--- src/rtl/multicycle_ctrl_fsm.sv ---
// multicycle_ctrl_fsm
//   Multi-cycle sequencer for the RV32I core. It walks each instruction through
//   fetch, decode, execute, memory and write-back so that a single memory port
//   and a single ALU serve every step.
//
// Build option:
//   ILLEGAL_TRAP_EN  defined   -> unknown opcodes park the FSM in TRAP until rst;
//                                 the Trap output is present.
//                    undefined -> unknown opcodes retire as a NOP (PC+4, no writes).
//
// Ports:
//   CLK, rst       clock; synchronous active-high reset
//   Run            allow new fetches
//   Opcode/Funct3/Funct7  instruction register fields
//   Mem_Ready      memory completes the current request this cycle
//   Branch_Cond    datapath comparison result for the current branch
//   MEM_*          memory request, address select and store enable
//   IR_Wr_En, Reg_Wr_En, Src_to_Reg   IR latch, RegFile write and its source
//   ALU_Src1_Sel, ALU_Src2_Sel, Sub, ALU_Ctrl   ALU operand and operation select
//   PC_Wr_En, PC_Sel   one strobe per retired instruction and next-PC source
//   Busy           high whenever an instruction is in flight
//   Trap           (ILLEGAL_TRAP_EN only) illegal opcode seen
//   Retired        retired-instruction count, wraps
//
// state     | meaning
// ----------+----------------------------------------------------------
// S_FETCH   | request instruction word at PC, latch IR on Mem_Ready
// S_DECODE  | classify the opcode
// S_EXECUTE | ALU operation; branches resolve and retire here
// S_MEM     | data access at ALU result; stores retire here
// S_WB      | RegFile write and PC update
// S_TRAP    | illegal opcode, held until rst
module multicycle_ctrl_fsm #(
    parameter int ALU_DECODER_IN = 3,
    parameter int CNT_W          = 32
) (
    input  logic                      CLK,
    input  logic                      rst,
    input  logic                      Run,
    input  logic [6:0]                Opcode,
    input  logic [2:0]                Funct3,
    input  logic [6:0]                Funct7,
    input  logic                      Mem_Ready,
    input  logic                      Branch_Cond,
    output logic                      MEM_Req,
    output logic                      MEM_Addr_Sel,
    output logic                      MEM_Wr_En,
    output logic                      IR_Wr_En,
    output logic                      Reg_Wr_En,
    output logic [1:0]                Src_to_Reg,
    output logic                      ALU_Src1_Sel,
    output logic                      ALU_Src2_Sel,
    output logic                      Sub,
    output logic [ALU_DECODER_IN-1:0] ALU_Ctrl,
    output logic                      PC_Wr_En,
    output logic [1:0]                PC_Sel,
    output logic                      Busy,
`ifdef ILLEGAL_TRAP_EN
    output logic                      Trap,
`endif
    output logic [CNT_W-1:0]          Retired
);

    typedef enum logic [2:0] {
        S_FETCH, S_DECODE, S_EXECUTE, S_MEM, S_WB, S_TRAP
    } state_e;

    typedef enum logic [3:0] {
        K_OP, K_OPIMM, K_LUI, K_AUIPC, K_JAL, K_JALR,
        K_BRANCH, K_LOAD, K_STORE, K_NOP, K_ILL
    } kind_e;

    state_e            state_q, state_d;
    kind_e             kind_q, kind_d;
    logic              fetch_pend_q, fetch_pend_d;
    logic              rst_seen_q, rst_seen_d;
    logic [CNT_W-1:0]  retired_q, retired_d;

    logic              alu_src1, alu_src2, alu_sub, drive_alu;
    logic [2:0]        alu_op;
    logic              unused_funct7;

    assign unused_funct7 = ^{Funct7[6], Funct7[4:0]};

    function automatic kind_e classify(input logic [6:0] op);
        case (op)
            7'h33:        return K_OP;
            7'h13:        return K_OPIMM;
            7'h37:        return K_LUI;
            7'h17:        return K_AUIPC;
            7'h6F:        return K_JAL;
            7'h67:        return K_JALR;
            7'h63:        return K_BRANCH;
            7'h03:        return K_LOAD;
            7'h23:        return K_STORE;
            7'h0F, 7'h73: return K_NOP;
`ifdef ILLEGAL_TRAP_EN
            default:      return K_ILL;
`else
            default:      return K_NOP;
`endif
        endcase
    endfunction

    // ALU selection depends only on the instruction class; it is held through
    // MEM and WB so the address / result stay valid without an ALU output register.
    always_comb begin
        alu_src1 = 1'b0;
        alu_src2 = 1'b0;
        alu_sub  = 1'b0;
        alu_op   = 3'b000;
        case (kind_q)
            K_OP: begin
                alu_op  = Funct3;
                alu_sub = Funct7[5] & ((Funct3 == 3'b000) || (Funct3 == 3'b101));
            end
            K_OPIMM: begin
                alu_src2 = 1'b1;
                alu_op   = Funct3;
                alu_sub  = Funct7[5] & (Funct3 == 3'b101);
            end
            K_LOAD, K_STORE, K_JALR: alu_src2 = 1'b1;
            K_AUIPC, K_JAL: begin
                alu_src1 = 1'b1;
                alu_src2 = 1'b1;
            end
            K_BRANCH: begin
                // BEQ/BNE compare by subtraction, BLT/BGE via SLT, BLTU/BGEU via SLTU
                alu_sub = 1'b1;
                case (Funct3[2:1])
                    2'b10:   alu_op = 3'b010;
                    2'b11:   alu_op = 3'b011;
                    default: alu_op = 3'b000;
                endcase
            end
            default: ;
        endcase
    end

    always_comb begin
        state_d      = state_q;
        kind_d       = kind_q;
        fetch_pend_d = 1'b0;
        rst_seen_d   = rst;
        drive_alu    = 1'b0;
        MEM_Req      = 1'b0;
        MEM_Addr_Sel = 1'b0;
        MEM_Wr_En    = 1'b0;
        IR_Wr_En     = 1'b0;
        Reg_Wr_En    = 1'b0;
        Src_to_Reg   = 2'b00;
        ALU_Src1_Sel = 1'b0;
        ALU_Src2_Sel = 1'b0;
        Sub          = 1'b0;
        ALU_Ctrl     = '0;
        PC_Wr_En     = 1'b0;
        PC_Sel       = 2'b00;
        Busy         = 1'b0;

        case (state_q)
            S_FETCH: begin
                // A started fetch is never abandoned when Run drops; the cycle
                // right after reset never issues a request.
                if (!rst_seen_q && (Run || fetch_pend_q)) begin
                    MEM_Req = 1'b1;
                    if (Mem_Ready) begin
                        IR_Wr_En = 1'b1;
                        state_d  = S_DECODE;
                    end else begin
                        fetch_pend_d = 1'b1;
                    end
                end
            end
            S_DECODE: begin
                kind_d = classify(Opcode);
`ifdef ILLEGAL_TRAP_EN
                state_d = (kind_d == K_ILL) ? S_TRAP : S_EXECUTE;
`else
                state_d = S_EXECUTE;
`endif
            end
            S_EXECUTE: begin
                drive_alu = 1'b1;
                case (kind_q)
                    K_BRANCH: begin
                        PC_Wr_En = 1'b1;
                        PC_Sel   = Branch_Cond ? 2'b01 : 2'b00;
                        state_d  = S_FETCH;
                    end
                    K_LOAD, K_STORE: state_d = S_MEM;
                    default:         state_d = S_WB;
                endcase
            end
            S_MEM: begin
                drive_alu    = 1'b1;
                MEM_Req      = 1'b1;
                MEM_Addr_Sel = 1'b1;
                MEM_Wr_En    = (kind_q == K_STORE);
                if (Mem_Ready) begin
                    if (kind_q == K_STORE) begin
                        PC_Wr_En = 1'b1;
                        state_d  = S_FETCH;
                    end else begin
                        state_d = S_WB;
                    end
                end
            end
            S_WB: begin
                drive_alu = 1'b1;
                PC_Wr_En  = 1'b1;
                state_d   = S_FETCH;
                case (kind_q)
                    K_OP, K_OPIMM, K_AUIPC: Reg_Wr_En = 1'b1;
                    K_LOAD: begin
                        Reg_Wr_En  = 1'b1;
                        Src_to_Reg = 2'b01;
                    end
                    K_JAL: begin
                        Reg_Wr_En  = 1'b1;
                        Src_to_Reg = 2'b10;
                        PC_Sel     = 2'b01;
                    end
                    K_JALR: begin
                        Reg_Wr_En  = 1'b1;
                        Src_to_Reg = 2'b10;
                        PC_Sel     = 2'b10;
                    end
                    K_LUI: begin
                        Reg_Wr_En  = 1'b1;
                        Src_to_Reg = 2'b11;
                    end
                    default: ;
                endcase
            end
            default: ;
        endcase

        if (drive_alu) begin
            ALU_Src1_Sel = alu_src1;
            ALU_Src2_Sel = alu_src2;
            Sub          = alu_sub;
            ALU_Ctrl     = ALU_DECODER_IN'(alu_op);
        end

        Busy = (state_q != S_FETCH) || MEM_Req;

        // Outputs are quiet for the whole reset cycle, whatever state it interrupts.
        if (rst) begin
            MEM_Req      = 1'b0;
            MEM_Addr_Sel = 1'b0;
            MEM_Wr_En    = 1'b0;
            IR_Wr_En     = 1'b0;
            Reg_Wr_En    = 1'b0;
            Src_to_Reg   = 2'b00;
            ALU_Src1_Sel = 1'b0;
            ALU_Src2_Sel = 1'b0;
            Sub          = 1'b0;
            ALU_Ctrl     = '0;
            PC_Wr_En     = 1'b0;
            PC_Sel       = 2'b00;
            Busy         = 1'b0;
        end

        retired_d = retired_q + CNT_W'(PC_Wr_En);
    end

    always_ff @(posedge CLK) begin
        if (rst) begin
            state_q      <= S_FETCH;
            kind_q       <= K_NOP;
            fetch_pend_q <= 1'b0;
            retired_q    <= '0;
        end else begin
            state_q      <= state_d;
            kind_q       <= kind_d;
            fetch_pend_q <= fetch_pend_d;
            retired_q    <= retired_d;
        end
        rst_seen_q <= rst_seen_d;
    end

    assign Retired = rst ? '0 : retired_q;
`ifdef ILLEGAL_TRAP_EN
    assign Trap = !rst && (state_q == S_TRAP);
`endif

endmodule
--- config.mk ---
export PLATFORM = sky130hd
export DESIGN_NAME = multicycle_ctrl_fsm
export DESIGN_NICKNAME = d
export VERILOG_FILES = /design/src/rtl/multicycle_ctrl_fsm.sv
export SDC_FILE = /design/constraint.sdc
export NUM_CORES = 1
export LEC_CHECK = 0
export BUFFER_PORTS_ARGS = -buffer_cell sky130_fd_sc_hd__buf_2
export CORE_ASPECT_RATIO = 1.25
export CORE_UTILIZATION = 43
export DETAILED_ROUTE_END_ITERATION = 6
export PLACE_DENSITY = 0.72
export SYNTH_ARGS = -nofsm -noshare
export SYNTH_HDL_FRONTEND = slang
export SYNTH_SLANG_ARGS = --single-unit
--- constraint.sdc ---
create_clock -name CLK -period 3.39 [get_ports CLK]
set_input_delay 0.5085 -clock CLK [delete_from_list [all_inputs] [get_ports CLK]]
set_output_delay 0.5085 -clock CLK [all_outputs]
set_load 0.005 [all_outputs]
==> reports/metrics.cfg, run 1 <==
[run_status]
status=complete, no violations

[clock_network]
cts_root_buf=clkbuf_8
ctsLongestPathBuffers=2
clock_sinks=41
clk_pin_slew_ns=0.08
h-tree-depth=2
cts_buffers=5
post_cts.repair.setup_buffers=0
ctsHoldBuffers=0
cts_tree=built
ctsResizeCount=0
clock_latency_ns=0.29

[synth]
ys.flop_type=dfxtp_1
synth-edff-count=0
yosysSeqAreaShare=0.329
yosysWarnings=0
netlist_area_um2=2490
synth_nets=341
synth.area.top_cells=dfxtp_1 33%, nor2b_1 8.0%, nor2_1 6.6%
synthArstFlopShare=0
syn_inst=317
synth_top_cell_area_share=0.329
synth_seq_cells=41
synth_top_area_cell=dfxtp_1
synth_cell_types=49
avgSynthCellArea_um2=7.87

[place]
routabilityCongestion=0.807
dp.cells=433
port_buffers=64
place_area_um2=2870
dpl.hpwl_mm=3.91

[grt]
grt_overflow=0
grt_max_degree=79
grt_pass1_wl_mm=9.00
antenna_found_initial=0
grt_pass1_vias=2063
grt.total_usage=0.179

[worst_setup_path]
worst-path-buf-inv=0
critPathLaunchType=flip-flop
crit_required_ns=3.57
arrival_ns=3.15
worst_path_most_repeated_cell=ha_1
crit_slowest_cell=or3_1
path_delay_family=simple AND/OR/NAND/NOR gates
critPathKind=flip-flop to flip-flop
crit_chain=or3_1 -> a211o_1 -> a21oi_1 -> ha_1 -> ha_1 -> and4_1 -> nand4_2 -> nor3_1 -> mux2_2
cpPeakStageDelay_ns=0.40
worst-path-max-fanout=9
cp-end-kind=flip-flop

[timing]
worstMarginPinSlew_ns=0.719
fin_skew_ns=0.00664
min_period_over_period=0.876
drv_slew=0
hold_violations=0
relSlewSlack=0.521
max_freq_ghz=0.337
setup_tns_ns=0
setup_violations=0
post-route-min-period_ns=2.97
hold_slack_ns=0.451
rsz0062_at_grt=no

[die]
die_y_um=87.2
ioPinCount=71
die_area_um2=6110
initial_core_util=0.452
rows=30
die-width_um=70.1
coreArea_um2=5520

[routing]
dr.pass1.iters=4
postRouteAntennaNets=0
vias_per_cell=5.34
routed_wl_mm=5.31
drt_iter0_drc=136
vias=2353
wire_per_inst_um=12.0
drc_errors=0

[cells_and_area]
n_antenna_cell=0
area_growth_pct=18.4
nNetsFinal=400
drive_gt1_frac=0.265
finalInstanceArea_um2=2950
fin_cells=441

[run]
maxCapViolations=0

[power]
p_per_area_nw_per_um2=286
ir_drop_v=0.000210
total_power_uw=845
p_leak_uw=0.00127

[hold_path]
hold_path.class=input port to flip-flop

where the power goes:
part | internal [µW] | leakage, µW | switching [µW]
combinational | 21.6 | 0.000898 | 33.8
clock | 143 | 0.0000450 | 162
sequential | 483 | 0.000331 | 1.31
final cells by class:
| class | instances | area, µm² |
|---|---|---|
| flip-flops and latches | 41 | 821 |
| inverters | 9 | 33.8 |
| clock buffers | 6 | 72.6 |
| clock inverters | 2 | 10.0 |
| repair buffers | 73 | 388 |
| fillers | 555 | 2560 |
| multi-input cells | 246 | 1550 |
| well taps | 64 | 80.1 |
layer usage:
metal / global-route usage / part of all wire / vias to the layer above
met3: 0.0382 / 0.043 / 4
li1: - / - / 1228
met5: 0 / 0 / -
met4: 0.0473 / 0.0055 / 0
met2: 0.325 / 0.50 / 56
met1: 0.214 / 0.45 / 1065
kinds of logic (layout without fill, tap and decap cells):
group | after synthesis | after routing | synth area share
xor gates and xnor gates | 15 | 15 | 0.0527
and+or+nand+nor | 172 | 172 | 0.380
buffers and inverters | 30 | 90 | 0.0507
adders and majority gates | 2 | 2 | 0.0100
AOI/OAI and AO/OA | 43 | 43 | 0.114
muxes | 14 | 14 | 0.0632
DFF | 41 | 41 | 0.329
path summary, 6_finish.rpt:
kind,from,endpoint,slack [ns],cells after the start
setup / recovery,state_q[0],retired_q[30],0.42,9
hold / removal,Mem_Ready,fetch_pend_q,0.45,2
setup reg to reg,state_q[0],retired_q[30],0.42,9
hold reg to reg,retired_q[18],retired_q[18],0.52,2
placed cells by master, fill, tap and decap left out, types with 7 or more instances in the layout:
cell,synthesis,layout
nand4_1,9,9
buf_2,5,64
nand3_1,13,13
nor3_1,15,15
a21oi_1,14,14
dfxtp_1,41,41
or3_1,7,7
nor2b_1,32,32
inv_1,9,9
and4_1,7,7
nor2_1,44,44
nand2_1,19,19
mux2_2,14,14
buf_4,0,9
xor2_1,12,12
Yosys cell counts (4+ instances only):
master and number:
nor4_1 4, nor3_1 15, inv_1 9, or3_1 7
o21ai_0 5, nand2_1 19, buf_2 5, nor2b_1 32
clkbuf_1 13, nand4_1 9, and4_1 7, mux2_2 14
xor2_1 12, dfxtp_1 41, a211o_1 4, nand3_1 13
a21oi_1 14, nor2_1 44, and3_1 4
sequential cells by signal, summed over array words and instances, names as in the netlist:
name and cells:
retired_q 32, fetch_pend_q 1, state_q 3, rst_seen_q 1
kind_q 4
worst reg2reg max path, delay by kind of cell, from the launching register on:
kind,cells,cell delay (ns)
AOI/OAI and AO/OA,2,0.46
muxes,1,0.35
DFF,1,0.39
and+or+nand+nor,4,1.23
adders and majority gates,2,0.44
per-stage QoR:
| step | setup slack, ns | util |
|---|---|---|
| after CTS | 0.389 | 0.535 |
| final | 0.419 | 0.535 |
| after detailed placement | 0.406 | 0.520 |
| after global routing | 0.156 | 0.535 |
| after global placement | 0.427 | 0.520 |
| after floorplan | 0.471 | - |
No activity file was read; power rests on OpenSTA's default activity.
==> inputs of run 2 (changes only) <==
CORE_UTILIZATION = 50   (was 43)
PLACE_DENSITY = 0.81   (was 0.72)
REMOVE_ABC_BUFFERS = 1   (was default)
==> run 2 against run 1 <==
Utilization rose by 8.6 points. Setup slack lost 0.19 ns. Critical path depth is 1 higher. Routed wire length is 1.8% higher. Clock power up 23%. Via count increased by 0.21%. Flip-flop and latch count stayed put. Sequential share of layout area fell by 0.082 points. Worst hold slack better by 0.0054 ns. Combinational power up 2%.
==> reports/metrics.cfg, run 2 (synthesis results as in run 1) <==
[run_status]
status=complete, no violations  ; unchanged

[worst_setup_path]
worst_path_most_repeated_cell=ha_1  ; unchanged
cpPeakStageDelay_ns=0.36  ; was 0.40 ns
reg2reg_depth=10  ; was 9
worst-path-buf-inv=0  ; unchanged
cp-startpoint=kind_q[1]  ; was state_q[0]
crit_slowest_cell=and4_1  ; was or3_1
path_delay_family=simple AND/OR/NAND/NOR gates  ; unchanged
worst_r2r_endpoint=retired_q[22]  ; was retired_q[30]
worst-path-max-fanout=8  ; was 9
arrival_ns=3.35  ; was 3.15 ns
rr_startpoint=kind_q[1]  ; was state_q[0]
critPathLaunchType=flip-flop  ; unchanged
rrSetupSlack_ns=0.22  ; was 0.42 ns
critPathKind=flip-flop to flip-flop  ; unchanged
cp-end-kind=flip-flop  ; unchanged
crit_chain=nand2_1 -> or3_1 -> a211o_1 -> a21oi_1 -> ha_1 -> ha_1 -> and4_1 -> nand4_2 -> nor3_1 -> mux2_2  ; was or3_1 -> a211o_1 -> a21oi_1 -> ha_1 -> ha_1 -> and4_1 -> nand4_2 -> nor3_1 -> mux2_2
crit_required_ns=3.58  ; was 3.57 ns

[power]
p_per_area_nw_per_um2=309  ; was 286 nW/µm²
intPower_uw=719  ; was 647 µW
ir_drop_v=0.000212  ; was 0.000210 V
p_switching_uw=197  ; about the same
pwr-share-clk=0.409  ; was 0.361
p_seq_frac=0.529  ; was 0.574
pwr-share-comb=0.062  ; was 0.066
p_leak_uw=0.00128  ; was 0.00127 µW
swShare=0.215  ; was 0.234

[timing]
setup_violations=0  ; unchanged
relSlewSlack=0.537  ; was 0.521
rsz0062_at_grt=no  ; unchanged
post-route-min-period_ns=3.17  ; was 2.97 ns
setup_tns_ns=0  ; unchanged
hold_violations=0  ; unchanged
max_freq_ghz=0.316  ; was 0.337 GHz
worstMarginPinSlew_ns=0.695  ; was 0.719 ns
fin_skew_ns=0.00577  ; was 0.00664 ns
min_period_over_period=0.934  ; was 0.876
drv_slew=0  ; unchanged

[clock_network]
ctsLongestPathBuffers=2  ; unchanged
clock_sinks=41  ; unchanged
clock_latency_ns=0.29  ; about the same
ctsHoldBuffers=0  ; unchanged
clk_pin_slew_ns=0.08  ; about the same
post_cts.repair.setup_buffers=0  ; unchanged
cts_tree=built  ; unchanged
h-tree-depth=2  ; unchanged
ctsResizeCount=0  ; unchanged
cts_root_buf=clkbuf_8  ; unchanged
cts_buffers=5  ; unchanged

[cells_and_area]
drive_gt1_frac=0.264  ; was 0.265
largest_register=retired_q  ; unchanged
largest_reg_flops=32  ; unchanged
n_antenna_cell=0  ; unchanged
final_cell_mix=64 x buf_2, 44 x nor2_1, 41 x dfxtp_1, 32 x nor2b_1, 19 x nand2_1  ; unchanged
fin_cells=435  ; was 441
n_fill_cell=443  ; was 555
nNetsFinal=399  ; was 400
finalInstanceArea_um2=2960  ; was 2950 µm²
area_growth_pct=18.7  ; was 18.4%
final_common_cell=buf_2  ; unchanged
reg_top3=retired_q: 32 flops, kind_q: 4 flops, state_q: 3 flops  ; unchanged

[die]
ioPinCount=71  ; unchanged
die_area_um2=5280  ; was 6110 µm²
rows=28  ; was 30
coreArea_um2=4760  ; was 5520 µm²
die_y_um=81.0  ; was 87.2 µm
initial_core_util=0.524  ; was 0.452
die-width_um=65.2  ; was 70.1 µm

[routing]
vias_per_cell=5.42  ; was 5.34
drt_iter0_drc=93  ; was 136
dr.pass1.iters=5  ; was 4
routed_wl_mm=5.41  ; was 5.31 mm
vias=2358  ; was 2353
drc_errors=0  ; unchanged
postRouteAntennaNets=0  ; unchanged
wire_per_inst_um=12.4  ; was 12.0 µm

[hold_path]
min_from=Mem_Ready  ; unchanged
hold_depth=2  ; unchanged
hold_path_end=fetch_pend_q  ; unchanged
hold_path.class=input port to flip-flop  ; unchanged

[place]
routabilityCongestion=0.781  ; was 0.807
port_buffers=64  ; unchanged
dp.cells=428  ; was 433
dpl.hpwl_mm=3.90  ; was 3.91 mm
place_area_um2=2860  ; was 2870 µm²

[grt]
antenna_found_initial=0  ; unchanged
grt_pass1_vias=2124  ; was 2063
grt_max_degree=79  ; unchanged
met3_usage=0.0478  ; was 0.0382
grt_overflow=0  ; unchanged
grt.total_usage=0.214  ; was 0.179
globalRouteMet2Util=0.394  ; was 0.325
grt_pass1_wl_mm=8.91  ; was 9.00 mm
top_usage_layer=met2  ; unchanged
gr-usage-met1=0.238  ; was 0.214

[run]
maxCapViolations=0  ; unchanged

## run 2: cell types whose count changed in the layout (fill, tap and decap cells not counted)
| cell | change |
|---|---|
| buf_4 | -1 |
| bufinv_16 | +1 |
| clkbuf_1 | -1 |
| clkinv_2 | -1 |
## run 2: cell type report
type | count | area [µm²] | area share
well taps | 60 | 75.1 | 0.0253
flip-flops and latches | 41 | 821 | 0.277
clock inverters | 2 | 35.0 | 0.0118
clock buffers | 5 | 68.8 | 0.0232
multi-input cells | 246 | 1550 | 0.523
repair buffers | 72 | 380 | 0.128
inverters | 9 | 33.8 | 0.0114
## run 2: worst max-delay path by stage
stage,to,slack (ns),cells past startpoint
global route,retired_q[22],0.05,10
global placement,retired_q[22],0.36,10
floorplan,retired_q[22],0.45,10
detailed placement,retired_q[22],0.21,10
finish,retired_q[22],0.22,10
CTS,retired_q[22],0.22,10
## run 2: power by group through the flow
stage               registers (µW)  logic (µW)  clock network [µW]
floorplan                      496        21.0                   0
CTS                            484        56.5                 387
finish                         484        56.4                 375
detailed placement             496        56.4                   0
global route                   485        63.0                 409
global placement               496        54.0                   0
## run 2: routing by layer
layer / share of wire / vias up
met2: 0.50 / 51
met3: 0.044 / 6
li1: - / 1224
met1: 0.44 / 1077
met4: 0.012 / 0
met5: 0 / -
## run 2: metrics by stage
step / total power (µW) / util / setup slack, ns / hold WS (ns)
final: 916 / 0.622 / 0.224 / 0.456
after CTS: 927 / 0.622 / 0.215 / 0.452
after detailed placement: 552 / 0.600 / 0.212 / 0.509
after global placement: 550 / 0.600 / 0.359 / 0.499
after global routing: 957 / 0.622 / 0.0455 / 0.441
after floorplan: 517 / - / 0.454 / 0.474
==> inputs of run 3 (changes only) <==
RECOVER_POWER = 25   (was default)
==> run 3 against run 2 <==
Die area stayed put. Cell area decreased by 0.46%. Sequential share of layout area increased by 0.13 points. Clock-buffer cell count unchanged. Cell count unchanged. Critical path type unchanged. Critical endpoint unchanged. Largest cell class unchanged. Largest power group unchanged.
==> reports/metrics.cfg, run 3 (synthesis results as in run 1) <==
[timing]
max_freq_ghz=0.317  ; was 0.316 GHz
setup_violations=0  ; unchanged
finalWorstSetupSlack_ns=0.233  ; was 0.224 ns
relSlewSlack=0.0730  ; was 0.537
drv_slew=0  ; unchanged
setup_tns_ns=0  ; unchanged
rsz0062_at_grt=no  ; unchanged
min_period_over_period=0.931  ; was 0.934
worstMarginPinSlew_ns=1.39  ; was 0.695 ns
fin_skew_ns=0.00576  ; was 0.00577 ns
hold_violations=0  ; unchanged
post-route-min-period_ns=3.16  ; was 3.17 ns
hold_slack_ns=0.458  ; was 0.456 ns

[die]
die_area_um2=5280  ; unchanged
rows=28  ; unchanged
initial_core_util=0.524  ; unchanged
die-width_um=65.2  ; unchanged
die_y_um=81.0  ; unchanged
ioPinCount=71  ; unchanged
coreArea_um2=4760  ; unchanged

[routing]
routed_wl_mm=5.45  ; was 5.41 mm
vias_per_cell=5.45  ; was 5.42
vias=2371  ; was 2358
postRouteAntennaNets=0  ; unchanged
dr.pass1.iters=5  ; unchanged
wire_per_inst_um=12.5  ; was 12.4 µm
drc_errors=0  ; unchanged
drt_iter0_drc=88  ; was 93

[cells_and_area]
multi_input_area_um2=1550  ; unchanged
fin_cells=435  ; unchanged
reg_top3=retired_q: 32 flops, kind_q: 4 flops, state_q: 3 flops  ; unchanged
area_growth_pct=18.2  ; was 18.7%
largest_register=retired_q  ; unchanged
seqCellArea_um2=821  ; unchanged
fin_util=0.619  ; was 0.622
final_cell_mix=51 x buf_2, 44 x nor2_1, 41 x dfxtp_1, 32 x nor2b_1, 19 x nand2_1  ; was 64 x buf_2, 44 x nor2_1, 41 x dfxtp_1, 32 x nor2b_1, 19 x nand2_1
largest_reg_flops=32  ; unchanged
final_common_cell=buf_2  ; unchanged
drive_gt1_frac=0.240  ; was 0.264
n_antenna_cell=0  ; unchanged
n_fill_cell=447  ; was 443
nNetsFinal=399  ; unchanged

[worst_setup_path]
worst-path-buf-inv=0  ; unchanged
crit_slowest_cell=and4_1  ; unchanged
path_delay_family=simple AND/OR/NAND/NOR gates  ; unchanged
crit_chain=nand2_1 -> or3_1 -> a211o_1 -> a21oi_1 -> ha_1 -> ha_1 -> and4_1 -> nand4_2 -> nor3_1 -> mux2_2  ; unchanged
worst_path_most_repeated_cell=ha_1  ; unchanged
rrSetupSlack_ns=0.23  ; was 0.22 ns
critPathLaunchType=flip-flop  ; unchanged
worst-path-max-fanout=8  ; unchanged
critPathKind=flip-flop to flip-flop  ; unchanged
cpPeakStageDelay_ns=0.36  ; about the same
arrival_ns=3.34  ; was 3.35 ns
crit_required_ns=3.58  ; about the same
cp-end-kind=flip-flop  ; unchanged

[clock_network]
post_cts.repair.setup_buffers=0  ; unchanged
clock_sinks=41  ; unchanged
cts_buffers=5  ; unchanged
clock_latency_ns=0.29  ; about the same
h-tree-depth=2  ; unchanged
cts_root_buf=clkbuf_8  ; unchanged
ctsResizeCount=0  ; unchanged
ctsLongestPathBuffers=2  ; unchanged
clk_pin_slew_ns=0.08  ; about the same
ctsHoldBuffers=0  ; unchanged
cts_tree=built  ; unchanged

[place]
dpl.hpwl_mm=3.90  ; unchanged
dp.cells=428  ; unchanged
port_buffers=64  ; unchanged
routabilityCongestion=0.781  ; unchanged
pre_cts_ws_ns=0.212  ; unchanged

[hold_path]
hold_path.class=input port to flip-flop  ; unchanged

[grt]
grt_max_degree=79  ; unchanged
grt_pass1_vias=2124  ; unchanged
grt_pass1_wl_mm=8.91  ; unchanged
grt_overflow=0  ; unchanged
antenna_found_initial=0  ; unchanged
grt.total_usage=0.214  ; unchanged

[power]
ir_drop_v=0.000212  ; about the same
p_per_area_nw_per_um2=311  ; was 309 nW/µm²
p_leak_uw=0.00124  ; was 0.00128 µW

[run_status]
status=complete, no violations  ; unchanged

[run]
maxCapViolations=0  ; unchanged

run 3: layout make-up:
type	instances	area share
repair buffers	72	0.124
multi-input cells	246	0.525
inverters	9	0.0115
clock inverters	2	0.0119
clock buffers	5	0.0233
flip-flops and latches	41	0.278
well taps	60	0.0255
run 3: where the power goes:
part           switching [µW]  internal (µW)
Combinational            35.0           21.1
Sequential               1.38            483
Clock                     161            214
Total                     198            718
run 3: worst paths after layout:
kind	cells after the start	start	end
max reg2reg	10	kind_q[1]	retired_q[22]
min	2	Mem_Ready	fetch_pend_q
max	10	kind_q[1]	retired_q[22]
min reg2reg	2	retired_q[18]	retired_q[18]
run 3: metrics by stage:
stage | cell area (µm²) | total power, µW
after floorplan | 2400 | 517
after global placement | 2860 | 550
after detailed placement | 2860 | 552
after CTS | 2960 | 927
after global routing | 2950 | 957
final | 2950 | 916
run 3: worst reg2reg max path: stages, from the launching register on:
cell and delay [ns]:
dfxtp_1 0.34, nand2_1 0.12, or3_1 0.35, a211o_1 0.26, a21oi_1 0.25, ha_1 0.25, ha_1 0.21, and4_1 0.36
nand4_2 0.27, nor3_1 0.29, mux2_2 0.36
run 3: routing by layer:
layer | GRT usage | share of wire
met1 | 0.238 | 0.44
met2 | 0.394 | 0.50
met3 | 0.0478 | 0.044
met4 | 0.0783 | 0.012
met5 | 0 | 0
